## src/rtl/subleq_datapath.sv

```systemverilog
// SUBLEQ datapath and 13-step state sequencer: operand/PC registers, memory port, flags.
// Optional retired-instruction counter enabled by defining SUBLEQ_INSTR_COUNT_EN.
module subleq_datapath #(
  parameter int unsigned        DATA_W    = 8,
  parameter int unsigned        ADDR_W    = 8,
  parameter logic [ADDR_W-1:0]  HALT_ADDR = '1
) (
  input  logic              clk,
  input  logic              rst,
  input  logic              start,
  output logic [3:0]        state,
  output logic              zero,
  output logic              negative,
  input  logic              a_ld,
  input  logic              b_ld,
  input  logic              c_ld,
  input  logic              mem_a_ld,
  input  logic              mem_b_ld,
  input  logic              result_ld,
  input  logic              mem_read,
  input  logic              mem_write,
  input  logic              pc_ld,
  output logic [ADDR_W-1:0] mem_addr,
  output logic              mem_re,
  output logic              mem_we,
  output logic [DATA_W-1:0] mem_wdata,
  input  logic [DATA_W-1:0] mem_rdata,
  output logic [ADDR_W-1:0] pc,
  output logic              halted,
  output logic [31:0]       instr_count
);

  typedef enum logic [3:0] {
    ST_0    = 4'd0,
    ST_1    = 4'd1,
    ST_2    = 4'd2,
    ST_3    = 4'd3,
    ST_4    = 4'd4,
    ST_5    = 4'd5,
    ST_6    = 4'd6,
    ST_7    = 4'd7,
    ST_8    = 4'd8,
    ST_9    = 4'd9,
    ST_10   = 4'd10,
    ST_11   = 4'd11,
    ST_12   = 4'd12,
    ST_HALT = 4'd13,
    ST_IDLE = 4'd15
  } state_t;

  state_t              state_q, state_d;
  logic [ADDR_W-1:0]   pc_q, a_q, b_q, c_q, pc_next;
  logic [DATA_W-1:0]   mem_a_q, mem_b_q, result_q, result_d;
  logic                zero_q, negative_q;
  logic                active;

  assign active   = (state_q != ST_IDLE) && (state_q != ST_HALT);
  assign pc_next  = pc_ld ? c_q : pc_q + ADDR_W'(3);
  assign result_d = mem_b_q - mem_a_q;

  always_comb begin
    state_d = state_q;
    case (state_q)
      ST_IDLE, ST_HALT: if (start) state_d = ST_0;
      ST_12:            state_d = (pc_next == HALT_ADDR) ? ST_HALT : ST_0;
      ST_0, ST_1, ST_2, ST_3, ST_4, ST_5,
      ST_6, ST_7, ST_8, ST_9, ST_10, ST_11:
                        state_d = state_t'(state_q + 4'd1);
      default:          state_d = ST_IDLE;
    endcase
  end

  always_comb begin
    mem_addr = pc_q;
    case (state_q)
      ST_0, ST_1:        mem_addr = pc_q;
      ST_2, ST_3:        mem_addr = pc_q + ADDR_W'(1);
      ST_4, ST_5:        mem_addr = pc_q + ADDR_W'(2);
      ST_6, ST_7:        mem_addr = a_q;
      ST_8, ST_9, ST_11: mem_addr = b_q;
      default:           mem_addr = pc_q;
    endcase
  end

  always_ff @(posedge clk) begin
    if (rst) begin
      state_q    <= ST_IDLE;
      pc_q       <= '0;
      a_q        <= '0;
      b_q        <= '0;
      c_q        <= '0;
      mem_a_q    <= '0;
      mem_b_q    <= '0;
      result_q   <= '0;
      zero_q     <= 1'b0;
      negative_q <= 1'b0;
    end else begin
      state_q <= state_d;
      if (state_q == ST_HALT) begin
        // HALT freezes everything; only a restart touches the PC
        if (start) pc_q <= '0;
      end else begin
        if (a_ld)     a_q     <= mem_rdata[ADDR_W-1:0];
        if (b_ld)     b_q     <= mem_rdata[ADDR_W-1:0];
        if (c_ld)     c_q     <= mem_rdata[ADDR_W-1:0];
        if (mem_a_ld) mem_a_q <= mem_rdata;
        if (mem_b_ld) mem_b_q <= mem_rdata;
        if (result_ld) begin
          result_q   <= result_d;
          zero_q     <= (result_d == '0);
          negative_q <= result_d[DATA_W-1];
        end
        if (state_q == ST_12) pc_q <= pc_next;
      end
    end
  end

`ifdef SUBLEQ_INSTR_COUNT_EN
  logic [31:0] count_q;

  always_ff @(posedge clk) begin
    if (rst) begin
      count_q <= '0;
    end else if ((state_q == ST_HALT) && start) begin
      count_q <= '0;
    end else if (state_q == ST_12) begin
      count_q <= count_q + 32'd1;
    end
  end

  assign instr_count = count_q;
`else
  assign instr_count = '0;
`endif

  assign state     = state_q;
  assign zero      = zero_q;
  assign negative  = negative_q;
  assign mem_re    = mem_read & active;
  assign mem_we    = mem_write & active;
  assign mem_wdata = result_q;
  assign pc        = pc_q;
  assign halted    = (state_q == ST_HALT);

endmodule
```

## config.mk

```make
export PLATFORM = sky130hd
export DESIGN_NAME = subleq_datapath
export DESIGN_NICKNAME = d
export VERILOG_FILES = /design/src/rtl/subleq_datapath.sv
export SDC_FILE = /design/constraint.sdc
export NUM_CORES = 1
export LEC_CHECK = 0
export CORE_ASPECT_RATIO = 1.75
export CORE_UTILIZATION = 56
export CTS_BUF_LIST = sky130_fd_sc_hd__clkbuf_4 sky130_fd_sc_hd__clkbuf_8
export DETAILED_ROUTE_END_ITERATION = 8
export PLACE_DENSITY = 0.88
export SYNTH_ARGS = -nofsm -noshare
export SYNTH_HDL_FRONTEND = slang
export SYNTH_SLANG_ARGS = --single-unit
```

## constraint.sdc

```tcl
create_clock -name clk -period 3.55 [get_ports clk]
set_input_delay 0.5325 -clock clk [delete_from_list [all_inputs] [get_ports clk]]
set_output_delay 0.5325 -clock clk [all_outputs]
set_load 0.02 [all_outputs]
```

==> metrics.yaml, run 1 <==
critPathKind: "reg2out"
p_switching_mw: 1.02
postSynth.asyncResetShare_pct: 0
p_leak_nw: 1.63
clkPwrFrac_pct: 24.3
die_y_um: 108
clock-sinks: 61
tightest_slew_ns: 1.04
final_layout_size_suffix_gt1_share_pct: 6.65
syn_area_per_cell_um2: 7.71
fin_skew_ns: 0.00820
clock.fmax_mhz: 303
viasPerCell: 5.71
finalCritPeriodShare_pct: 92.8
synth.distinct_cells: 58
vias: 3377
grt-ovfl-total: 0
max_slew_margin_pct: 30.4
cts-buffers-inserted: 9
die-area_um2: 6800
yosysMostFrequentCell: "nand2_1"
place_inst: 575
start_util_pct: 58.1
firstDrtPassIters: 6
power_frac_seq_pct: 34.3
netSwitchingFraction_pct: 39.5
synth_common_cells: "nand2_1 (76), dfxtp_1 (61), a21oi_1 (55), nand3_1 (47), buf_4 (33)"
port_buffers: 52
cts_buffer_depth: 2
ys_seq_area_share_pct: 33.8
power_density_nw_per_um2: 618
area_delta_synth_final_pct: 15.2
crit_path_max_fanout: 8
cp.required_ns: 3.02
period_needed_ns: 3.30
diodes: 0
ir_worst_vdd_uv: 378
clock_latency_ns: 0.35
io_pins: 85
grt_pass1_vias: 3140
antenna_found_initial: 0
combPwrFrac_pct: 41.4
wire_per_inst_um: 15.1
power_mw: 2.57
n_fill_cell: 533
ant_nets: 0
ys_ff_latch: 61
cts_tree: "yes"
tns_ns: 0
synth_ff_type: "dfxtp_1"
fin_cells: 591
start_kind: "flop"
yosysTopAreaCellShare_pct: 33.8
synth_top_area_cell: "dfxtp_1"
die_w_um: 62.7
crit_arrival_ns: 2.76
setup_viol: 0
ys_warn_count: 0
grtUsageTotal_pct: 28.3
clk_pin_slew_ns: 0.06
core_um2: 6230
fin_nets: 543
p_int_mw: 1.56
cts_root_buffer: "clkbuf_8"
synthCells: 469
rows: 38
status: "finished clean"
grt_max_degree: 62
synth_area_um2: 3620
dr.first_iter.drc_count: 257
htree_levels: 3
grt_pass1_wl_um: 14700
gp_congestion: 0.887
synth_edf_count: 0
maxCapViolCount: 0
min-delay-path-class: "reg2reg"
hold_buffers: 0
rsz0062_at_grt: "no"
end_kind: "primary output"
hold_violations: 0
ys_top_cells_by_area: "dfxtp_1 (34%), nand2_1 (7.9%), a21oi_1 (7.6%)"
remaining_drc_errors: 0
dp_hpwl_um: 6560
drt_wl_total_um: 8900
slew_viol_final: 0
repair_timing:
item	CTS	global route
buffers inserted	0	0
hold endpoints to repair	0	0
resized for setup	0	3
setup endpoints to repair	0	4
power by group through the flow:
stage / clock (mW) / combinational (mW) / sequential (mW)
4_1_cts: 0.629 / 1.05 / 0.882
2_1_floorplan: 0 / 0.742 / 0.904
3_5_place_dp: 0 / 1.05 / 0.897
5_1_grt: 0.662 / 1.18 / 0.897
3_3_place_gp: 0 / 1.03 / 0.889
6_report: 0.625 / 1.07 / 0.883
per-layer routing:
metal / global-route usage, % / up-vias / share of wire [%]
li1: - / 1634 / -
met1: 28.9 / 1542 / 35
met2: 50.1 / 154 / 54
met3: 4.64 / 47 / 4.9
met4: 23.6 / 0 / 6.3
met5: 0 / - / 0
area by class of cell:
type                            count  area, um^2  area share (%)
Inverter                           16        60.1            1.44
Sequential cell                    61        1220            29.3
Clock buffer                       12         153            3.67
Timing Repair Buffer               54         531            12.7
Multi-Input combinational cell    364        2050            49.3
Clock inverter                      4        47.5            1.14
Tap cell                           80         100            2.40
registers in the layout, indices dropped and copies added, names as in the netlist:
register,count
zero,1
pc,8
a_q,8
mem_b_q,8
state,4
b_q,8
mem_a_q,8
c_q,8
mem_wdata,8
cell families after synthesis:
family | synth area share, %
AND/OR/NAND/NOR | 22.9
AO/OA/AOI/OAI | 20.1
buffers and inverters | 12.8
flip-flops | 33.8
adder cells (fa/ha/maj) | 6.09
XOR/XNOR | 3.63
multiplexers | 0.554
other | 0.104
worst max-delay path: stages, from the launching register on:
cell and delay (ns):
dfxtp_1 0.44, ha_1 0.34, nor2_1 0.13, nor2_1 0.47
a22oi_1 0.14, o21ai_0 0.11, a21oi_1 0.05, o21ai_0 0.11
clkdlybuf4s50_1 0.63
through the flow:
stage / setup WS (ns) / cell area (um^2) / hold slack, ns / utilization [%]
CTS: 0.160 / 4160 / 0.454 / 66.8
floorplan: 0.895 / 3730 / 0.433 / -
global placement: 0.578 / 3960 / 0.443 / 63.6
detailed placement: 0.551 / 3960 / 0.445 / 63.6
global route: 0.0103 / 4160 / 0.472 / 66.9
finish: 0.255 / 4160 / 0.453 / 66.9
cells in the final DEF, fill, tap and decap left out, types with 3 or more instances in the layout:
master,Yosys,final
xor2_1,6,6
nand2_1,76,76
xnor2_1,9,9
clkdlybuf4s50_1,0,51
nor3_1,4,3
a22oi_1,9,9
ha_1,16,16
nor2_1,27,27
conb_1,1,32
a211oi_1,6,6
and2_1,3,3
inv_1,16,16
clkbuf_8,3,10
o211ai_1,3,3
nand3_1,47,47
o21ai_0,24,22
a21oi_1,55,55
dfxtp_1,61,61
worst paths after layout:
| check | slack, ns | start | cells past startpoint | endpoint |
|---|---|---|---|---|
| worst max-delay path | 0.25 | state[1] | 8 | mem_addr[4] |
| worst min-delay path | 0.45 | c_q[7] | 2 | c_q[7] |
| worst min register to register | 0.45 | c_q[7] | 2 | c_q[7] |
| worst max register to register | 1.29 | state[1] | 7 | zero |
Note: power is estimated with default switching activity, not from simulation.
==> inputs of run 2 (changes only) <==
REMOVE_ABC_BUFFERS = 1   (was not set)
clock period = 4.3 ns   (was 3.55 ns; I/O delays follow)
==> metrics.yaml, run 2 (synthesis gave the netlist of run 1 again) <==
status: "finished clean"
diodes: 0  # unchanged
hold_violations: 0  # unchanged
layout_commonest_cell: "nand2_1"
viasPerCell: 5.76  # +0.77%
cts_resized: 0  # unchanged
dpl_cell_area_um2: 3960  # unchanged
mostFrequentLayoutCells: "nand2_1 (76), dfxtp_1 (61), a21oi_1 (55)"
finalCritPeriodShare_pct: 81.3
die_w_um: 62.7  # unchanged
tightest_slew_ns: 0.629  # -0.416 ns
reg2reg_from: "state[1]"
dp_hpwl_um: 7000  # +6.7%
period_needed_ns: 3.49
area_delta_synth_final_pct: 14.9
hold_buffers: 0  # unchanged
cp.required_ns: 3.65  # +0.63 ns
fin_area_um2: 4160  # -0.21%
holdWs_ns: 0.456  # +0.00259 ns
final_core_util_pct: 66.7  # -0.14 points
min-delay-path-class: "reg2reg"
rows: 38  # unchanged
io_pins: 85  # unchanged
tns_ns: 0  # unchanged
grt-ovfl-total: 0  # unchanged
grt_max_degree: 48  # -23%
critPathKind: "reg2out"
final_layout_size_suffix_gt1_share_pct: 6.46  # -0.20 points
use_met2_pct: 52.9  # +2.8 points
ir_worst_vdd_uv: 312  # -18%
clkPwrFrac_pct: 23.4  # -0.9 points
htree_levels: 3  # unchanged
grt_pass1_vias: 3307  # +5.3%
rr_worst_depth: 8  # +1
crit_arrival_ns: 2.85  # +0.09 ns
end_kind: "primary output"
drt_wl_total_um: 9340  # +4.9%
dr.first_iter.drc_count: 245  # -4.7%
antenna_found_initial: 0  # unchanged
start_kind: "flop"
maxCapViolCount: 0  # unchanged
die-area_um2: 6800  # unchanged
reg2reg_to: "zero"
clk_pin_slew_ns: 0.07  # about the same
holdPathEnd: "mem_a_q[4]"
netSwitchingFraction_pct: 40.3  # +0.84 points
fin_cells: 591  # unchanged
cts_setup_buffers: 0  # unchanged
rsz0062_at_grt: "no"
fin_skew_ns: 0.0134  # +0.00515 ns
port_buffers: 52  # unchanged
crit_path_max_fanout: 6  # -2
hp-start: "mem_a_q[4]"
fin_nets: 543  # unchanged
core_um2: 6230  # unchanged
p_switching_mw: 0.851  # -16%
power_density_nw_per_um2: 508  # -18%
place_inst: 575  # unchanged
remaining_drc_errors: 0  # unchanged
die_y_um: 108  # unchanged
wire_per_inst_um: 15.8  # +4.9%
start_util_pct: 58.1  # unchanged
busiest_layer: "met2"
clock.fmax_mhz: 286
cts_tree: "yes"
preCtsSetupSlack_ns: 1.19  # +0.634 ns
met3_usage_pct: 6.43  # +1.8 points
power_mw: 2.11  # -18%
setup_viol: 0  # unchanged
min_delay_path_depth: 2  # unchanged
vias: 3403  # +0.77%
p_leak_nw: 1.62  # -0.30%
grt_use_met1_pct: 27.3  # -1.5 points
combPwrFrac_pct: 42.1  # +0.7 points
clock_latency_ns: 0.35  # about the same
cts-buffers-inserted: 9  # unchanged
max_slew_margin_pct: 57.8  # +27 points
grt_pass1_wl_um: 15100  # +2.6%
ant_nets: 0  # unchanged
cts_root_buffer: "clkbuf_8"
grtUsageTotal_pct: 29.0  # +0.68 points
fin_ws_ns: 0.806  # +0.551 ns
clock-sinks: 61  # unchanged
gp_congestion: 0.872  # -1.7%
power_frac_seq_pct: 34.6  # +0.3 points
regToRegSetupSlack_ns: 1.65  # +0.36 ns
cts_buffer_depth: 2  # unchanged
slew_viol_final: 0  # unchanged
firstDrtPassIters: 4  # -2
p_int_mw: 1.26  # -19%
[run 2: cell types whose count changed in the layout (fill, tap and decap cells not counted)]
cell	previous run	this run
clkbuf_4	2	0
clkbuf_8	10	13
nor3_2	2	1
bufinv_16	1	0
o21ai_1	2	0
nor3_1	3	4
o21ai_0	22	24
[run 2: worst max-delay path by stage]
stage / from / end / depth (start not counted)
finish: state[0] / mem_addr[7] / 7
global route: state[0] / mem_addr[7] / 7
global placement: state[0] / mem_addr[7] / 7
CTS: state[0] / mem_addr[7] / 7
detailed placement: state[0] / mem_addr[7] / 7
floorplan: state[1] / mem_addr[6] / 5
[run 2: worst max-delay path, stage by stage (launching register included)]
cell,delay (ns)
dfxtp_1,0.44
inv_1,0.12
ha_1,0.24
o21ai_0,0.51
o21ai_0,0.23
a222oi_1,0.33
nand2_1,0.11
clkdlybuf4s50_1,0.54
[run 2: power groups by stage]
stage	Clock [mW]	Sequential, mW	Combinational [mW]
after global routing	0.530	0.739	0.966
after global placement	0	0.732	0.859
final	0.493	0.729	0.888
after floorplan	0	0.767	0.534
after detailed placement	0	0.738	0.877
after CTS	0.500	0.725	0.883
[run 2: area by class of cell]
cell class,instances,area [um^2]
flip-flops and latches,61,1220
clock inverters,3,17.5
well taps,80,100
fillers,537,2070
inverters,16,60.1
multi-input cells,364,2050
clock buffers,13,179
repair buffers,54,531
[run 2: per-layer routing]
layer	wire, um	vias up
met3	443	45
met5	0	-
met4	596	0
met1	3330	1569
li1	-	1641
met2	4960	148
==> inputs of run 3 (changes only) <==
CORE_UTILIZATION = 47   (was 56)
PLACE_DENSITY = 0.79   (was 0.88)
clock period = 2.9 ns   (was 4.3 ns; I/O delays follow)
==> metrics.yaml, run 3 (synthesis gave the netlist of run 1 again) <==
multi_input_area_um2: 2090  # +2.1%
grt_pass1_vias: 3408  # +3.1%
drt_wl_total_um: 9800  # +5.0%
ant_nets: 0  # unchanged
clkPwrFrac_pct: 23.1  # -0.3 points
cp.required_ns: 2.47  # -1.18 ns
core_um2: 7510  # +21%
final_layout_size_suffix_gt1_share_pct: 9.98  # +3.5 points
combPwrFrac_pct: 44.2  # +2.1 points
power_frac_seq_pct: 32.7  # -1.9 points
end_kind: "primary output"
fin_nets: 554  # +2.0%
clock-sinks: 61  # unchanged
start_kind: "flop"
clock_latency_ns: 0.35  # about the same
tightest_slew_ns: 0.659  # +0.0298 ns
status: "finished clean"
crit_arrival_ns: 2.32  # -0.53 ns
firstDrtPassIters: 5  # +1
die_y_um: 118  # +9.0%
hold_violations: 0  # unchanged
fin_area_um2: 4290  # +3.3%
regToRegSetupSlack_ns: 0.62  # -1.03 ns
dp_hpwl_um: 7290  # +4.2%
preCtsSetupSlack_ns: 0.0119  # -1.17 ns
cp-startpoint: "state[0]"
cts_tree: "yes"
area_delta_synth_final_pct: 18.7
fin_skew_ns: 0.0118  # -0.00158 ns
io_pins: 85  # unchanged
clk_pin_slew_ns: 0.07  # about the same
period_needed_ns: 2.75
die_w_um: 68.3  # +8.9%
fin_cells: 609  # +3.0%
cts_root_buffer: "clkbuf_8"
ir_worst_vdd_uv: 507  # +63%
crit_end: "mem_addr[6]"
reg2reg_to: "zero"
mostFrequentLayoutCells: "nand2_1 (75), dfxtp_1 (59), a21oi_1 (55)"
clock.fmax_mhz: 364
p_int_mw: 1.94  # +54%
min-delay-path-class: "reg2reg"
fin_ws_ns: 0.149  # -0.656 ns
rows: 42  # +11%
vias: 3418  # +0.44%
dpl_cell_area_um2: 4050  # +2.3%
slew_viol_final: 0  # unchanged
grtUsageTotal_pct: 26.0  # -3.0 points
gp_congestion: 0.916  # +5.1%
finalCritPeriodShare_pct: 94.9
die-area_um2: 8060  # +19%
cts_buffer_depth: 2  # unchanged
maxCapViolCount: 0  # unchanged
reg2reg_from: "mem_a_q[0]"
power_density_nw_per_um2: 760  # +50%
rr_worst_depth: 9  # +1
crit_path_max_fanout: 6  # unchanged
critPathKind: "reg2out"
n_fill_cell: 719  # +34%
max_slew_margin_pct: 56.1  # -1.7 points
viasPerCell: 5.61  # -2.5%
port_buffers: 52  # unchanged
htree_levels: 3  # unchanged
wire_per_inst_um: 16.1  # +1.9%
dr.first_iter.drc_count: 202  # -18%
netSwitchingFraction_pct: 40.4  # +0.10 points
p_switching_mw: 1.32  # +55%
grt-ovfl-total: 0  # unchanged
cts_setup_buffers: 0  # unchanged
grt_pass1_wl_um: 15700  # +4.2%
layout_commonest_cell: "nand2_1"
area.sequential_um2: 1220  # +0.20%
place_inst: 594  # +3.3%
antenna_found_initial: 0  # unchanged
diodes: 0  # unchanged
cts-buffers-inserted: 9  # unchanged
p_leak_nw: 1.76  # +8.6%
start_util_pct: 48.1  # -9.9 points
grt_max_degree: 47  # -2.1%
tns_ns: 0  # unchanged
hold_buffers: 0  # unchanged
remaining_drc_errors: 0  # unchanged
setup_viol: 0  # unchanged
[run 3: cell types whose count changed in the layout (fill, tap and decap cells not counted), moves of 4 or more]
cell             delta
buf_4              +11
clkdlybuf4s50_1     -8
dlygate4sd2_1       +5
o21ai_0             -4
o21ai_1             +4
[run 3: worst min-delay path by stage]
stage | slack, ns | startpoint | cells past startpoint | endpoint
floorplan | 0.43 | c_q[7] | 2 | c_q[7]
global placement | 0.44 | mem_a_q[5] | 2 | mem_a_q[5]
detailed placement | 0.45 | mem_b_q[0] | 2 | mem_b_q[0]
CTS | 0.45 | rst | 4 | state[2]
global route | 0.48 | mem_b_q[0] | 2 | mem_b_q[0]
finish | 0.45 | mem_b_q[0] | 2 | mem_b_q[0]
[run 3: per-stage QoR]
| step | total power [mW] | util, % | hold WS [ns] |
|---|---|---|---|
| floorplan | 1.93 | - | 0.427 |
| global placement | 2.41 | 53.9 | 0.443 |
| detailed placement | 2.43 | 53.9 | 0.447 |
| CTS | 3.23 | 56.7 | 0.448 |
| global route | 3.46 | 57.1 | 0.478 |
| finish | 3.26 | 57.1 | 0.453 |
[run 3: what timing repair did]
item | in CTS | in global routing
pin swaps | 0 | 0
gates cloned | 0 | 0
gates resized for setup | 15 | 10
endpoints found under the setup margin | 8 | 9
[run 3: final cells by class]
type | count | share of cell area [%]
Multi-Input combinational cell | 364 | 48.7
Sequential cell | 61 | 28.5
Timing Repair Buffer | 65 | 14.3
Clock buffer | 11 | 3.38
Tap cell | 88 | 2.56
Inverter | 16 | 1.40
Clock inverter | 4 | 1.14
[run 3: per-layer routing]
metal	track usage [%]	vias up	wire, um
met1	26.9	1587	3610
li1	-	1658	-
met5	0	-	0
met2	44.2	135	5190
met4	17.7	0	542
met3	5.33	38	461
[run 3: power by group through the flow]
stage                     combinational (mW)  sequential [mW]  clock, mW
after global routing                    1.58             1.08      0.800
final                                   1.44             1.07      0.754
after global placement                  1.34             1.06          0
after floorplan                        0.791             1.14          0
after detailed placement                1.36             1.07          0
after CTS                               1.40             1.06      0.769
[run 3: critical path, stage by stage, from the launching register on]
cell and delay [ns]:
dfxtp_2 0.39, inv_1 0.09, ha_1 0.28, o21ai_1 0.24, buf_4 0.18, o211ai_1 0.10
o21ai_0 0.18, o311ai_0 0.15, dlygate4sd2_1 0.35
